[src/rtl/fp_align_prep.sv]
// fp_align_prep: two-stage operand prep for the fp32 adder ahead of the
// mantissa right shifter; unpacks, classifies, orders operands by magnitude.
//
// Ports:
//   clk, rst                 clock, async active-high reset
//   in_valid/in_ready        input handshake for operands a, b and sub
//   out_valid/out_ready      output handshake for the ordered bundle
//   exp_big, man_big,        larger operand's effective exponent and
//   man_small                both 24-bit mantissas (hidden bit included)
//   shamt                    exponent difference, saturated to SHAMT_MAX
//   sign_big, sign_small,    effective signs and their XOR
//   eff_sub
//   is_nan, is_inf, inf_sign special-result flags
module fp_align_prep #(
    parameter int unsigned SHAMT_MAX = 31
) (
    input  logic        clk,
    input  logic        rst,
    input  logic        in_valid,
    output logic        in_ready,
    input  logic [31:0] a,
    input  logic [31:0] b,
    input  logic        sub,
    output logic        out_valid,
    input  logic        out_ready,
    output logic [7:0]  exp_big,
    output logic [23:0] man_big,
    output logic [23:0] man_small,
    output logic [4:0]  shamt,
    output logic        sign_big,
    output logic        sign_small,
    output logic        eff_sub,
    output logic        is_nan,
    output logic        is_inf,
    output logic        inf_sign
);

    localparam logic [7:0] SAT8 = 8'(SHAMT_MAX);
    localparam logic [4:0] SAT5 = 5'(SHAMT_MAX);

    typedef enum logic [2:0] {
        CLS_ZERO,
        CLS_DENORM,
        CLS_NORMAL,
        CLS_INF,
        CLS_NAN
    } fp_class_t;

    typedef struct packed {
        logic        sign;
        logic [7:0]  exp;
        logic [23:0] man;
        fp_class_t   cls;
    } op_t;

    typedef struct packed {
        logic [7:0]  exp_big;
        logic [23:0] man_big;
        logic [23:0] man_small;
        logic [4:0]  shamt;
        logic        sign_big;
        logic        sign_small;
        logic        eff_sub;
        logic        is_nan;
        logic        is_inf;
        logic        inf_sign;
    } res_t;

    // Zero/denormal operands use exponent 1 so the difference lines up
    // with normals at the minimum exponent.
    function automatic op_t unpack_op(input logic [31:0] x,
                                      input logic flip);
        op_t o;
        logic [7:0]  e;
        logic [22:0] f;
        e = x[30:23];
        f = x[22:0];
        o.sign = x[31] ^ flip;
        o.exp  = (e == 8'd0) ? 8'd1 : e;
        o.man  = {e != 8'd0, f};
        o.cls  = CLS_NORMAL;
        unique case (1'b1)
            (e == 8'd0   && f == 23'd0): o.cls = CLS_ZERO;
            (e == 8'd0   && f != 23'd0): o.cls = CLS_DENORM;
            (e == 8'hFF  && f == 23'd0): o.cls = CLS_INF;
            (e == 8'hFF  && f != 23'd0): o.cls = CLS_NAN;
            (e != 8'd0   && e != 8'hFF): o.cls = CLS_NORMAL;
            default:                     o.cls = CLS_NORMAL;
        endcase
        return o;
    endfunction

    logic v1;
    logic v2;
    logic adv1;
    logic adv2;
    op_t  s1_a;
    op_t  s1_b;
    res_t s2;
    res_t s2_n;

    assign adv2     = !v2 || out_ready;
    assign adv1     = !v1 || adv2;
    assign in_ready = adv1 && !rst;

    always_ff @(posedge clk or posedge rst) begin
        if (rst) begin
            v1   <= 1'b0;
            s1_a <= '0;
            s1_b <= '0;
        end else if (adv1) begin
            v1   <= in_valid;
            s1_a <= unpack_op(a, 1'b0);
            s1_b <= unpack_op(b, sub);
        end
    end

    logic       a_big;
    logic       a_inf;
    logic       b_inf;
    logic [7:0] exp_small;
    logic [7:0] diff;

    always_comb begin
        s2_n  = '0;
        // Tie goes to a, so equal magnitudes keep a's sign as sign_big.
        a_big = {s1_a.exp, s1_a.man} >= {s1_b.exp, s1_b.man};
        a_inf = s1_a.cls == CLS_INF;
        b_inf = s1_b.cls == CLS_INF;

        s2_n.exp_big    = a_big ? s1_a.exp  : s1_b.exp;
        exp_small       = a_big ? s1_b.exp  : s1_a.exp;
        s2_n.man_big    = a_big ? s1_a.man  : s1_b.man;
        s2_n.man_small  = a_big ? s1_b.man  : s1_a.man;
        s2_n.sign_big   = a_big ? s1_a.sign : s1_b.sign;
        s2_n.sign_small = a_big ? s1_b.sign : s1_a.sign;
        s2_n.eff_sub    = s2_n.sign_big ^ s2_n.sign_small;

        diff       = s2_n.exp_big - exp_small;
        s2_n.shamt = (diff > SAT8) ? SAT5 : diff[4:0];

        s2_n.is_nan = (s1_a.cls == CLS_NAN) || (s1_b.cls == CLS_NAN) ||
                      (a_inf && b_inf && (s1_a.sign != s1_b.sign));
        s2_n.is_inf = !s2_n.is_nan && (a_inf || b_inf);
        s2_n.inf_sign = s2_n.is_inf &&
                        (a_inf ? s1_a.sign : s1_b.sign);
    end

    always_ff @(posedge clk or posedge rst) begin
        if (rst) begin
            v2 <= 1'b0;
            s2 <= '0;
        end else if (adv2) begin
            v2 <= v1;
            s2 <= s2_n;
        end
    end

    assign out_valid  = v2;
    assign exp_big    = s2.exp_big;
    assign man_big    = s2.man_big;
    assign man_small  = s2.man_small;
    assign shamt      = s2.shamt;
    assign sign_big   = s2.sign_big;
    assign sign_small = s2.sign_small;
    assign eff_sub    = s2.eff_sub;
    assign is_nan     = s2.is_nan;
    assign is_inf     = s2.is_inf;
    assign inf_sign   = s2.inf_sign;

endmodule

[config.mk]
export PLATFORM = sky130hd
export DESIGN_NAME = fp_align_prep
export DESIGN_NICKNAME = d
export VERILOG_FILES = /design/src/rtl/fp_align_prep.sv
export SDC_FILE = /design/constraint.sdc
export NUM_CORES = 1
export LEC_CHECK = 0
export CORE_MARGIN = 1
export CORE_UTILIZATION = 45
export CTS_BUF_LIST = sky130_fd_sc_hd__clkbuf_16
export CTS_CLUSTER_SIZE = 14
export DETAILED_ROUTE_END_ITERATION = 16
export GPL_ROUTABILITY_DRIVEN = 0
export PLACE_DENSITY = 0.74
export RECOVER_POWER = 100
export SETUP_SLACK_MARGIN = 0.1
export SLEW_MARGIN = 20
export SYNTH_ARGS = -nofsm -noshare
export SYNTH_HDL_FRONTEND = slang
export SYNTH_SLANG_ARGS = --single-unit
[constraint.sdc]
create_clock -name clk -period 4.4 [get_ports clk]
set_clock_uncertainty 0.1 [all_clocks]
set_input_delay 0.44 -clock clk [delete_from_list [all_inputs] [get_ports clk]]
set_output_delay 0.44 -clock clk [all_outputs]
set_load 0.02 [all_outputs]
### Word-level counts from Yosys, hierarchy flattened

Cells that the tools add are included.

| operators by class | value |
|---|---|
| add/subtract/negate cells | 1 |
| magnitude comparators | 2 |
| equal/unequal tests | 7 |
| multiplexer cells | 12 |
| bitwise logic cells | 2 |
| reduce and logical (&&, ||, !) cells | 30 |

Operators with widths:

| kind | count |
|---|---|
| $mux W24 | 2 |
| $logic_not A23 Y1 | 2 |
| $reduce_bool A23 Y1 | 2 |
| $ge A32 B32 Y1 | 1 |
| $mux W8 | 4 |
| $pmux W3 S4 | 2 |
| $eq A8 B8 Y1 const B | 2 |
| $logic_not A8 Y1 | 2 |
| $reduce_bool A8 Y1 | 2 |
| $logic_and A1 B1 Y1 | 13 |
| $gt A8 B5 Y1 const B | 1 |
| $sub A8 B8 Y8 | 1 |
| $eq A3 B2 Y1 const B | 2 |
| $eq A3 B3 Y1 const B | 2 |
| $logic_or A1 B1 Y1 | 5 |
| $mux W5 | 1 |
| $logic_not A1 Y1 | 4 |
| $mux W1 | 3 |
| $xor A1 B1 Y1 | 2 |
| $ne A1 B1 Y1 | 1 |

| storage, ports and cells | value |
|---|---|
| flip-flop bits (word level) | 141 |
| input bits | 69 |
| output and inout port bits | 69 |
| word-level logic and storage cells | 74 |

### Logic depth before layout (Yosys ltp)

| logic depth | value |
|---|---|
| depth in word-level cells | 7 |
| depth in mapped cells | 16 |
| gate-level depth less buffers | 14 |

### Worst setup path after synthesis

OpenSTA, ideal clock, no wires.

| timing | value |
|---|---|
| path type | reg2reg |
| start | reg s1_b[33] (netlist bit) |
| end | reg s2 (netlist bit shamt[0]) |
| setup time | 134 ps |
| arrival time | 3510 ps |
| required time | 4166 ps |
| slack | 656 ps |
| cell stages (with the launch flop) | 17 |
| path buffers | 2 |
| period minus slack after synthesis | 3744 ps |
| path through | dfrtp_1 > inv_1 > ha_1 > buf_4 > nand4_2 > nor4_2 > a22oi_1 > and2_1 > buf_2 > a211o_1 > and2_1 > ha_1 > a41oi_1 > a211oi_1 > a2111o_1 > a221oi_2 > a21oi_1 |

| on the way | value |
|---|---|
| word-level cells in the longest chain between the ends | 5 |
| elaborated cells between the ends (all ways) | 6 |
| those cells by class | 1 x add/sub; 2 x order compare; 3 x mux |

RTL lines:

| what | RTL line | RTL |
|---|---|---|
| start, declared | 98 | `op_t s1_b;` |
| start signal, assigned | 114 | `s1_b <= unpack_op(b, sub);` |
| $ge A32 B32 Y1 | 127 | `a_big = {s1_a.exp, s1_a.man} >= {s1_b.exp, s1_b.man};` |
| $mux W8, on equally long branches | 131, 132 |  |
| $sub A8 B8 Y8 * | 139 | `diff = s2_n.exp_big - exp_small;` |
| $gt A8 B5 Y1 | 140 | `s2_n.shamt = (diff > SAT8) ? SAT5 : diff[4:0];` |
| $mux W5 * | 140 |  |
| end signal, assigned | 155 | `s2 <= s2_n;` |
| end, declared | 99 | `res_t s2;` |

Mark *: on every way between the ends. The rest lies on a longest branch, timed or not.
A chain may end at the register's enable or synchronous reset.

### Worst setup path in the final report

| timing | value |
|---|---|
| start | reg s1_b[33] (netlist bit) |
| end | reg s2 (netlist bit shamt[3]) |

Same word-level chain as after synthesis.

==> impl_metrics.csv <==
group,metric,value,unit
outcome,status,"finished, violations left",
outcome,violations,"capacitance limit, slew limit",
logic_synthesis,ys_ff_latch,141,
critical_path,critPathMaxFanout,9,
clock_tree,cts.htree.levels,4,
logic_synthesis,synth-async-reset-ratio,1.00,
logic_synthesis,yosysWarnings,0,
sta,max_freq,247,MHz
floorplan,fp-row-count,45,
power,comb_power_share,0.308,
sta,slew_viol_final,320,
route,ant_nets,0,
sta,fin_crit_sh,0.921,
floorplan,fp.dieH,128,µm
critical_path,cp_slowest_stage_delay,0.44,ns
cells_and_area,layout.cells.non_filler,1194,
power,p_sw,1.50,mW
critical_path,cp.required,4.58,ns
global_routing,grt_pass1_wl,30300,µm
cells_and_area,n_antenna_cell,0,
power,swShare,0.344,
sta,tightest_slew,3.10,ns
placement,numPortBuffers,137,
clock_tree,cts_setup_buffers,0,
sta,finalSetupViolations,0,
route,num_vias,6305,
clock_tree,clk_pin_slew,0.06,ns
clock_tree,clock_sinks,141,
sta,hold_viol,0,
floorplan,die_area,16400,µm²
critical_path,worstRegToRegCells,14,
clock_tree,cts_tree,"yes",
critical_path,worstSetupEndpointType,"flip-flop",
route,first_pass_iters,5,
min_path,min_from,"man_big[17]",
critical_path,r2r-end,"shamt[3]",
critical_path,crit_arrival,4.24,ns
route,drt_iter0_drc,483,
critical_path,worst-setup-path-type,"reg2reg",
placement,placed_area,8770,µm²
sta,min_period,4.05,ns
logic_synthesis,syn_nets,948,
clock_tree,cts_buffers,17,
logic_synthesis,syn_area,7170,µm²
logic_synthesis,synthDistinctLibCells,56,
sta,slew_headroom,-1.07,
logic_synthesis,yosys_most_used_dff,"dfrtp_1",
route,drcViolationCount,0,
job,timing.max_cap.violations,4,
min_path,hp-class,"reg2reg",
cells_and_area,fin_area,9300,µm²
cells_and_area,final_cell_mix,"203 x nand2_1, 141 x dfrtp_1, 107 x o21ai_0, 85 x nor2_1, 81 x a21oi_1",
critical_path,critPathLaunchType,"flip-flop",
critical_path,critical_path.cell_chain,"inv_1, ha_2, nand4_2, nor4_2, and4_1, o41ai_4, a211o_1, and2_1, ha_1, a41oi_2, a211oi_1, a2111o_1, a221oi_4, a21oi_1",
global_routing,overflow,0,
critical_path,rrSetupSlack,0.35,ns
global_routing,grtUsageTotal,0.241,
power,clkPwrFrac,0.318,
cells_and_area,layout_commonest_cell,"nand2_1",
logic_synthesis,synth_edf_count,0,
cells_and_area,final_core_util,0.605,
clock_tree,root_buffer,"clkbuf_16",
route,drt_wl_total,18900,µm
cells_and_area,areaGrowthSynthToFinish,29.6,%
route,wl_met1,8820,µm
power,leakage,4.17,nW
min_path,whs_endpoint,"man_big[17]",
route,routedWlPerCell,15.8,µm
clock_tree,clk_latency,0.42,ns
logic_synthesis,avgSynthCellArea,8.48,µm²
floorplan,start_util,0.467,
power,peakVddDrop,0.295,mV
cells_and_area,drive_gt1_frac,0.0488,
cells_and_area,nets,1072,
critical_path,slowest_stage,"a2111o_1",
route,vias_per_cell,5.28,
placement,place_hpwl,13300,µm
floorplan,ios,138,
clock_tree,cts_buffer_depth,2,
power,power_per_cell_area,471,nW/µm²
global_routing,grt_pass1_vias,5908,
global_routing,antenna_found_initial,0,
logic_synthesis,synthCells,846,
clock_tree,hold_buffers,0,
logic_synthesis,ys_seq_area_frac,0.492,
route,wl_met3,1120,µm
power,sequentialPowerShare,0.374,
sta,setup-tns-final,0,ns
floorplan,core_area,15400,µm²
power,power,4.37,mW
placement,placedCellCount,1162,
sta,rsz0062_at_grt,"false",
critical_path,rr_startpoint,"s1_b[33]",
route,highest_layer,"met4",
power,p_int,2.87,mW
min_path,hold_depth,2,
route,wl_met2,8420,µm
global_routing,grt_max_degree,142,
floorplan,die_w,128,µm
[power by group through the flow]
stage          Sequential, mW  Combinational, mW  Clock, mW
6_report                 1.64               1.35       1.39
5_1_grt                  1.67               1.48       1.47
3_5_place_dp             1.67               1.40          0
2_1_floorplan            1.83              0.626          0
4_1_cts                  1.65               1.41       1.42
3_3_place_gp             1.66               1.39          0
[how the worst max path moves through the flow]
stage               startpoint  endpoint  slack [ns]  cells past startpoint
global route           s1_a[3]  shamt[2]        0.07                     12
floorplan             s1_b[33]  shamt[0]        0.66                     16
CTS                   s1_b[33]  shamt[3]        0.21                     14
finish                s1_b[33]  shamt[3]        0.35                     14
global placement      s1_b[33]  shamt[0]        0.40                     14
detailed placement    s1_a[17]  shamt[3]        0.24                     13
[per-stage QoR]
stage	hold WS, ns	setup WS (ns)
floorplan	0.348	0.656
global placement	0.361	0.403
detailed placement	0.368	0.243
CTS	0.383	0.212
global route	0.394	0.0713
finish	0.371	0.347
[logic make-up (layout without fill, tap and decap cells)]
| logic type | count (synthesis) | after routing | share of synthesized area |
|---|---|---|---|
| compound gates | 227 | 227 | 0.182 |
| xor+xnor | 4 | 4 | 0.00488 |
| fa+ha+maj | 33 | 33 | 0.0576 |
| buf+inv | 84 | 221 | 0.0448 |
| flops | 141 | 141 | 0.492 |
| mux | 9 | 9 | 0.0126 |
| simple gates | 348 | 348 | 0.206 |
[registers in the layout, indices dropped and copies added (netlist names), 5 cells and up]
name,cells
man_big,24
s1_a,36
man_small,24
exp_big,8
s1_b,36
shamt,5
[critical path: cells and delay by family, from the launching register on]
family / cells / cell delay (ns)
AOI/OAI and AO/OA: 7 / 1.73
and+or+nand+nor: 4 / 0.97
adders and majority gates: 2 / 0.62
DFF: 1 / 0.38
buffers and inverters: 1 / 0.10
[Yosys cell counts, drive strengths merged (3+ instances only)]
| cell | number | share of area |
|---|---|---|
| nand2 | 203 | 0.11 |
| dfrtp | 141 | 0.49 |
| o21ai | 108 | 0.075 |
| nor2 | 85 | 0.044 |
| a21oi | 81 | 0.057 |
| inv | 41 | 0.021 |
| clkbuf | 38 | 0.020 |
| ha | 33 | 0.058 |
| nand4 | 12 | 0.011 |
| nor4 | 11 | 0.010 |
| mux2i | 9 | 0.013 |
| nand3 | 7 | 0.0049 |
| nor3 | 7 | 0.0049 |
| and2 | 6 | 0.0052 |
| buf | 5 | 0.0035 |
| nand2b | 4 | 0.0045 |
| nor2b | 4 | 0.0035 |
| o21a | 4 | 0.0042 |
| or4 | 4 | 0.0042 |
| a211oi | 3 | 0.0031 |
| a21o | 3 | 0.0031 |
| a22oi | 3 | 0.0031 |
| o211ai | 3 | 0.0031 |
| xnor2 | 3 | 0.0037 |
[repair_timing]
action | in CTS | in global routing
gates resized for setup | 0 | 5
setup endpoints to repair | 0 | 5
hold endpoints to repair | 0 | 0
[metal layers]
layer | vias to the layer above | track usage
met5 | - | 0
met4 | 0 | 0.101
met3 | 39 | 0.0455
met2 | 218 | 0.362
met1 | 2914 | 0.340
li1 | 3134 | -
[final cells by class]
class | count | area [µm²]
clock buffers | 17 | 425
clock inverters | 15 | 148
fillers | 1355 | 6070
inverters | 41 | 158
multi-input cells | 621 | 3350
flip-flops and latches | 141 | 3530
well taps | 211 | 264
repair buffers | 148 | 1430
No activity file was read; power rests on OpenSTA's default activity.
